**config.mk**
```make
export PLATFORM = sky130hd
export DESIGN_NAME = receptor_mdio_param
export DESIGN_NICKNAME = d
export VERILOG_FILES = /design/src/rtl/receptor_mdio_param.sv
export SDC_FILE = /design/constraint.sdc
export NUM_CORES = 1
export LEC_CHECK = 0
export CORE_MARGIN = 3
export CORE_UTILIZATION = 50
export CTS_BUF_LIST = sky130_fd_sc_hd__clkbuf_8
export DETAILED_ROUTE_END_ITERATION = 8
export DONT_BUFFER_PORTS = 1
export HOLD_SLACK_MARGIN = 0.03
export SYNTH_ARGS = -nofsm -noshare
export SYNTH_HDL_FRONTEND = slang
export SYNTH_SLANG_ARGS = --single-unit
```
**constraint.sdc**
```tcl
create_clock -name MDC -period 2.9 [get_ports MDC]
set_input_delay 0.145 -clock MDC [delete_from_list [all_inputs] [get_ports MDC]]
set_output_delay 0.145 -clock MDC [all_outputs]
set_load 0.1 [all_outputs]
```
**src/rtl/receptor_mdio_param.sv**
```systemverilog
// receptor_mdio_param: parametrised Clause-22 MDIO receiver (PHY side).
// Finds a preamble, decodes ST/OP/PHYAD/REGAD/TA/DATA and filters on PHY_ADDR.
// A write frame ends in a write strobe. A read frame requests RD_DATA and shifts it back out.
// Optional feature macro: MDIO_BROADCAST_EN. When it is defined, PHYAD 0 is accepted for write frames.
module receptor_mdio_param #(
  parameter logic [4:0] PHY_ADDR     = 5'd1,
  parameter int         PREAMBLE_MIN = 32,
  parameter int         REG_AW       = 5,
  parameter int         DATA_W       = 16
) (
  input  logic              MDC,
  input  logic              reset_n,
  input  logic              MDIO_OUT,
  input  logic              MDIO_OE,
  input  logic [DATA_W-1:0] RD_DATA,
  output logic              MDIO_IN,
  output logic              MDIO_IN_OE,
  output logic [REG_AW-1:0] ADDR,
  output logic [DATA_W-1:0] WR_DATA,
  output logic              WR_STB,
  output logic              RD_STB,
  output logic              MDIO_DONE,
  output logic              FRAME_ERR
);

  // The shared field shift register must hold the widest field: DATA, REGAD or PHYAD.
  localparam int SH_W_A   = (DATA_W > REG_AW) ? DATA_W : REG_AW;
  localparam int SH_W     = (SH_W_A > 5) ? SH_W_A : 5;
  localparam int SKIP_LEN = REG_AW + 2 + DATA_W;
  localparam int CNT_W    = $clog2(SKIP_LEN + 1);
  localparam int PRE_W    = $clog2(PREAMBLE_MIN + 1);

  localparam logic [PRE_W-1:0] PRE_FULL  = PRE_W'(PREAMBLE_MIN);
  localparam logic [CNT_W-1:0] PHY_LAST  = CNT_W'(4);
  localparam logic [CNT_W-1:0] REG_LAST  = CNT_W'(REG_AW - 1);
  localparam logic [CNT_W-1:0] DATA_LAST = CNT_W'(DATA_W - 1);
  localparam logic [CNT_W-1:0] DATA_END  = CNT_W'(DATA_W);
  localparam logic [CNT_W-1:0] SKIP_LAST = CNT_W'(SKIP_LEN - 1);

  typedef enum logic [3:0] {
    S_IDLE  = 4'd0, S_ST    = 4'd1, S_OP    = 4'd2,
    S_PHYAD = 4'd3, S_REGAD = 4'd4, S_TA    = 4'd5,
    S_WDATA = 4'd6, S_RDATA = 4'd7, S_SKIP  = 4'd8
  } state_t;

  state_t            state_r, state_s;
  logic [PRE_W-1:0]  pre_cnt_r, pre_cnt_s;
  logic [CNT_W-1:0]  bit_cnt_r, bit_cnt_s, cnt_inc_s;
  logic [SH_W-2:0]   sh_r, sh_s;
  logic [SH_W-1:0]   nxt_s;
  logic              is_read_r, is_read_s;
  logic [DATA_W-1:0] rd_shift_r, rd_shift_s;
  logic [REG_AW-1:0] addr_r, addr_s;
  logic [DATA_W-1:0] wr_data_r, wr_data_s;
  logic              mdio_in_r, mdio_in_s, mdio_in_oe_r, mdio_in_oe_s;
  logic              wr_stb_r, wr_stb_s, rd_stb_r, rd_stb_s;
  logic              done_r, done_s, err_r, err_s;
  logic              phy_match_s, bcast_s;

  // The sampled line bit is appended to the history. Each field is read from the low bits.
  assign nxt_s       = {sh_r, MDIO_OUT};
  assign cnt_inc_s   = bit_cnt_r + CNT_W'(1);
  assign phy_match_s = (nxt_s[4:0] == PHY_ADDR);

`ifdef MDIO_BROADCAST_EN
  assign bcast_s = (nxt_s[4:0] == 5'd0) && !is_read_r;
`else
  assign bcast_s = 1'b0;
`endif

  // Next-state, field decode and output strobes for the frame FSM.
  always_comb begin
    state_s      = state_r;
    pre_cnt_s    = pre_cnt_r;
    bit_cnt_s    = bit_cnt_r;
    sh_s         = nxt_s[SH_W-2:0];
    is_read_s    = is_read_r;
    rd_shift_s   = rd_shift_r;
    addr_s       = addr_r;
    wr_data_s    = wr_data_r;
    mdio_in_s    = 1'b0;
    mdio_in_oe_s = 1'b0;
    wr_stb_s     = 1'b0;
    rd_stb_s     = 1'b0;
    done_s       = 1'b0;
    err_s        = 1'b0;
    case (state_r)
      S_IDLE: begin
        if (!MDIO_OE) begin
          pre_cnt_s = pre_cnt_r;
        end else if (MDIO_OUT) begin
          if (pre_cnt_r != PRE_FULL) pre_cnt_s = pre_cnt_r + PRE_W'(1);
          else                       pre_cnt_s = pre_cnt_r;
        end else if (pre_cnt_r == PRE_FULL) begin
          state_s   = S_ST;
          pre_cnt_s = '0;
        end else begin
          pre_cnt_s = '0;
        end
      end
      S_ST: begin
        if (!MDIO_OE || !MDIO_OUT) begin
          err_s = 1'b1; state_s = S_IDLE;
        end else begin
          state_s = S_OP; bit_cnt_s = '0;
        end
      end
      S_OP: begin
        if (!MDIO_OE) begin
          err_s = 1'b1; state_s = S_IDLE;
        end else if (bit_cnt_r == '0) begin
          bit_cnt_s = cnt_inc_s;
        end else begin
          bit_cnt_s = '0;
          case (nxt_s[1:0])
            2'b01:   begin is_read_s = 1'b0; state_s = S_PHYAD; end
            2'b10:   begin is_read_s = 1'b1; state_s = S_PHYAD; end
            default: begin err_s = 1'b1;     state_s = S_IDLE;  end
          endcase
        end
      end
      S_PHYAD: begin
        if (!MDIO_OE) begin
          err_s = 1'b1; state_s = S_IDLE;
        end else if (bit_cnt_r != PHY_LAST) begin
          bit_cnt_s = cnt_inc_s;
        end else begin
          bit_cnt_s = '0;
          if (phy_match_s || bcast_s) state_s = S_REGAD;
          else                        state_s = S_SKIP;
        end
      end
      S_REGAD: begin
        if (!MDIO_OE) begin
          err_s = 1'b1; state_s = S_IDLE;
        end else if (bit_cnt_r != REG_LAST) begin
          bit_cnt_s = cnt_inc_s;
        end else begin
          bit_cnt_s = '0;
          addr_s    = nxt_s[REG_AW-1:0];
          rd_stb_s  = is_read_r;
          state_s   = S_TA;
        end
      end
      S_TA: begin
        if (is_read_r) begin
          // The controller has released the line. The bank answers the cycle after RD_STB.
          if (bit_cnt_r == '0) begin
            rd_shift_s = RD_DATA;
            bit_cnt_s  = CNT_W'(1);
          end else begin
            bit_cnt_s    = '0;
            mdio_in_oe_s = 1'b1;
            mdio_in_s    = 1'b0;
            state_s      = S_RDATA;
          end
        end else if (!MDIO_OE) begin
          err_s = 1'b1; state_s = S_IDLE;
        end else if (bit_cnt_r == '0) begin
          if (MDIO_OUT) begin
            bit_cnt_s = CNT_W'(1);
          end else begin
            err_s = 1'b1; state_s = S_IDLE;
          end
        end else begin
          if (!MDIO_OUT) begin
            bit_cnt_s = '0; state_s = S_WDATA;
          end else begin
            err_s = 1'b1; state_s = S_IDLE;
          end
        end
      end
      S_WDATA: begin
        if (!MDIO_OE) begin
          err_s = 1'b1; state_s = S_IDLE;
        end else if (bit_cnt_r != DATA_LAST) begin
          bit_cnt_s = cnt_inc_s;
        end else begin
          bit_cnt_s = '0;
          wr_data_s = nxt_s[DATA_W-1:0];
          wr_stb_s  = 1'b1;
          done_s    = 1'b1;
          state_s   = S_IDLE;
        end
      end
      S_RDATA: begin
        if (bit_cnt_r != DATA_END) begin
          mdio_in_oe_s = 1'b1;
          mdio_in_s    = rd_shift_r[DATA_W-1];
          rd_shift_s   = {rd_shift_r[DATA_W-2:0], 1'b0};
          bit_cnt_s    = cnt_inc_s;
        end else begin
          bit_cnt_s = '0;
          done_s    = 1'b1;
          state_s   = S_IDLE;
        end
      end
      S_SKIP: begin
        if (bit_cnt_r != SKIP_LAST) begin
          bit_cnt_s = cnt_inc_s;
        end else begin
          bit_cnt_s = '0;
          state_s   = S_IDLE;
        end
      end
      default: begin
        state_s   = S_IDLE;
        bit_cnt_s = '0;
        pre_cnt_s = '0;
      end
    endcase
  end

  // State, counters, field registers and registered outputs.
  always_ff @(posedge MDC or negedge reset_n) begin
    if (!reset_n) begin
      state_r      <= S_IDLE;
      pre_cnt_r    <= '0;
      bit_cnt_r    <= '0;
      sh_r         <= '0;
      is_read_r    <= 1'b0;
      rd_shift_r   <= '0;
      addr_r       <= '0;
      wr_data_r    <= '0;
      mdio_in_r    <= 1'b0;
      mdio_in_oe_r <= 1'b0;
      wr_stb_r     <= 1'b0;
      rd_stb_r     <= 1'b0;
      done_r       <= 1'b0;
      err_r        <= 1'b0;
    end else begin
      state_r      <= state_s;
      pre_cnt_r    <= pre_cnt_s;
      bit_cnt_r    <= bit_cnt_s;
      sh_r         <= sh_s;
      is_read_r    <= is_read_s;
      rd_shift_r   <= rd_shift_s;
      addr_r       <= addr_s;
      wr_data_r    <= wr_data_s;
      mdio_in_r    <= mdio_in_s;
      mdio_in_oe_r <= mdio_in_oe_s;
      wr_stb_r     <= wr_stb_s;
      rd_stb_r     <= rd_stb_s;
      done_r       <= done_s;
      err_r        <= err_s;
    end
  end

  assign MDIO_IN    = mdio_in_r;
  assign MDIO_IN_OE = mdio_in_oe_r;
  assign ADDR       = addr_r;
  assign WR_DATA    = wr_data_r;
  assign WR_STB     = wr_stb_r;
  assign RD_STB     = rd_stb_r;
  assign MDIO_DONE  = done_r;
  assign FRAME_ERR  = err_r;

endmodule

```
==> results.ini <==
[layout]
final_layout_size_suffix_gt1_share_pct=11.53
multiInputGateArea_mm2=0.001519
fin_area_mm2=0.003970
area_growth_pct=12.08
register_area_mm2=0.001852
antenna_cells=0
fillers=578
nets=372

[global_route]
grt_max_degree=75
grt.busiest_layer=met2
antenna_found_initial=0
grt_use_met3_pct=4.519
grt_first_pass_wirelength_um=12230
grt_pass1_vias=2370
met2_usage_pct=28.25
met1_usage_pct=26.00
gr-total-overflow=0
grtUsageTotal_pct=18.61

[logic_synthesis]
ys_top_cells_by_area=dfrtp_1, mux2_1, nand2_1
ys.flop_type=dfrtp_1
ys_ff_latch=74
synthDistinctLibCells=61
ys_seq_area_share_pct=52.28
synth_area_mm2=0.003542
syn_nets=357
avgSynthCellArea_um2=10.83
synthCells=327
yosys_warnings=0
synth_top_area_share_pct=52.28
synth_edf_count=0
yosysMostFrequentCell=dfrtp_1
netlist_top_cells_count=dfrtp_1, nand2_1, nor2_1
yosysTopAreaCell=dfrtp_1
async_flop_share_pct=100.0

[timing]
finalSetupTns_ns=0
rsz0062_at_grt=false
fin_crit_sh_pct=77.64
finalHoldViolations=0
fin_crit_ns=2.252
fin_ws_ns=0.6484
worst_slew_pin_slew_ns=0.9170
setup_viol=0
relSlewSlack_pct=38.87
fmaxAchievable_ghz=0.4441
fin_skew_ns=0.007733
slew_violations=0

[cts]
clkTransAtPathRegs_ns=0.08
cts_buffers=9
cts_resized=0
cts.path.max_buffers=2
cts_tree=done
h-tree-depth=3
clk_latency_ns=0.34
cts_hold_buf=20
post_cts_buffers=0
cts.sinks=74
clock-root-buffer=clkbuf_8

[place]
post-place-ws_ns=0.6319
dp_hpwl_um=4552
globalplace.congestion=0.7566
placed_area_mm2=0.003573
io_buffers=0

[die]
die_w_um=90.17
num_rows=30
start_util_pct=51.85
core-area_mm2=0.006832
die_h_um=90.17
ios=47
fp.dieArea_mm2=0.008131

[pwr]
power_mw=2.516
p_per_area_mw_per_mm2=633.7
peakVddDrop_uv=414.5
p_leak_nw=1.760

[worst_setup_path]
critPathRequiredTime_ns=3.12
rrSetupSlack_ns=0.65
cp-end-kind=flop
criticalPathCategory=reg2reg
path_max_fanout=19
worst_setup_path_start_kind=flop
rr_worst_depth=3
worst_ep_arrival_time_ns=2.47
crit_end=WR_DATA[15]
r2r-start=state_r[1]
r2r-end=WR_DATA[15]
cp-startpoint=state_r[1]

[routing]
drc=0
post_drt_wl_per_cell_um=16.10
dr.pass1.iters=4
drt_wl_total_um=7131
drt_iter0_drc=138
dr_total_vias=2445
via_per_inst=5.519
final_antenna_net_count=0

[min_path]
worst_hold_startpoint=MDIO_OE
hold_path_class=in2reg

[status]
status=complete, no violations

[run]
max-cap-violations=0

[registers in the layout, summed over array words and instances, names as in the netlist, 4 cells and up]
register    flops
state_r         4
WR_DATA        16
pre_cnt_r       6
rd_shift_r     16
ADDR            5
sh_r           15
bit_cnt_r       5
[power breakdown]
part	switching, mW	internal (mW)	total, mW
registers	0.172	1.09	1.26
clock network	0.387	0.334	0.721
logic	0.279	0.254	0.532
total	0.837	1.68	2.52
[through the flow]
stage | utilization, % | hold slack (ns) | instances
after floorplan | - | -0.1506 | 327
after global placement | 52.31 | -0.1488 | 407
after detailed placement | 52.31 | -0.1490 | 407
after CTS | 58.11 | 0.03283 | 443
after global routing | 58.11 | 0.03400 | 443
final | 58.11 | 0.04830 | 443
[how the worst min path moves through the flow]
stage / end / depth (start not counted)
CTS: FRAME_ERR / 1
detailed placement: WR_DATA[7] / 0
global route: FRAME_ERR / 1
finish: FRAME_ERR / 1
floorplan: ADDR[0] / 0
global placement: WR_DATA[8] / 0
[area by class of cell]
class	count	area share, %
Multi-Input combinational cell	218	38.26
Sequential cell	74	46.64
Clock buffer	10	3.467
Clock inverter	6	1.040
Timing Repair Buffer	23	6.051
Tap cell	96	3.026
Inverter	16	1.513
[cell usage in the layout, fill, tap and decap left out, types with 3 or more instances in the layout]
master	n
nand4b_1	4
nor2_1	28
o21ai_1	6
nand4_1	3
inv_1	17
dfrtp_1	74
mux2_1	17
clkbuf_8	10
mux2_2	3
dlygate4sd3_1	19
o211ai_1	3
nand2_1	45
o21ai_0	7
a21oi_1	8
nand3_1	12
nor3b_1	3
and3_1	3
mux2_4	3
buf_4	3
ha_1	10
a31oi_1	16
[logic make-up (layout without fill, tap and decap cells)]
logic type	Yosys count	count (layout)	synth area share, %
AND/OR/NAND/NOR	120	120	18.58
adder cells (fa/ha/maj)	10	10	3.532
XOR/XNOR	4	4	0.9892
multiplexers	24	24	7.912
buffers and inverters	35	55	4.839
flip-flops	74	74	52.28
AO/OA/AOI/OAI	60	60	11.87
[routing by layer]
| metal | part of all wire [%] | vias up | wire (um) |
|---|---|---|---|
| li1 | - | 1186 | - |
| met1 | 47 | 1203 | 3343 |
| met2 | 47 | 47 | 3343 |
| met3 | 4.9 | 9 | 348 |
| met4 | 1.4 | 0 | 97 |
| met5 | 0 | - | 0 |
[critical path: stages (launching register included)]
cell,delay (ns)
dfrtp_1,0.70
and4bb_1,0.31
and3_1,0.71
mux2_1,0.40
(Power assumes the default switching activity.)
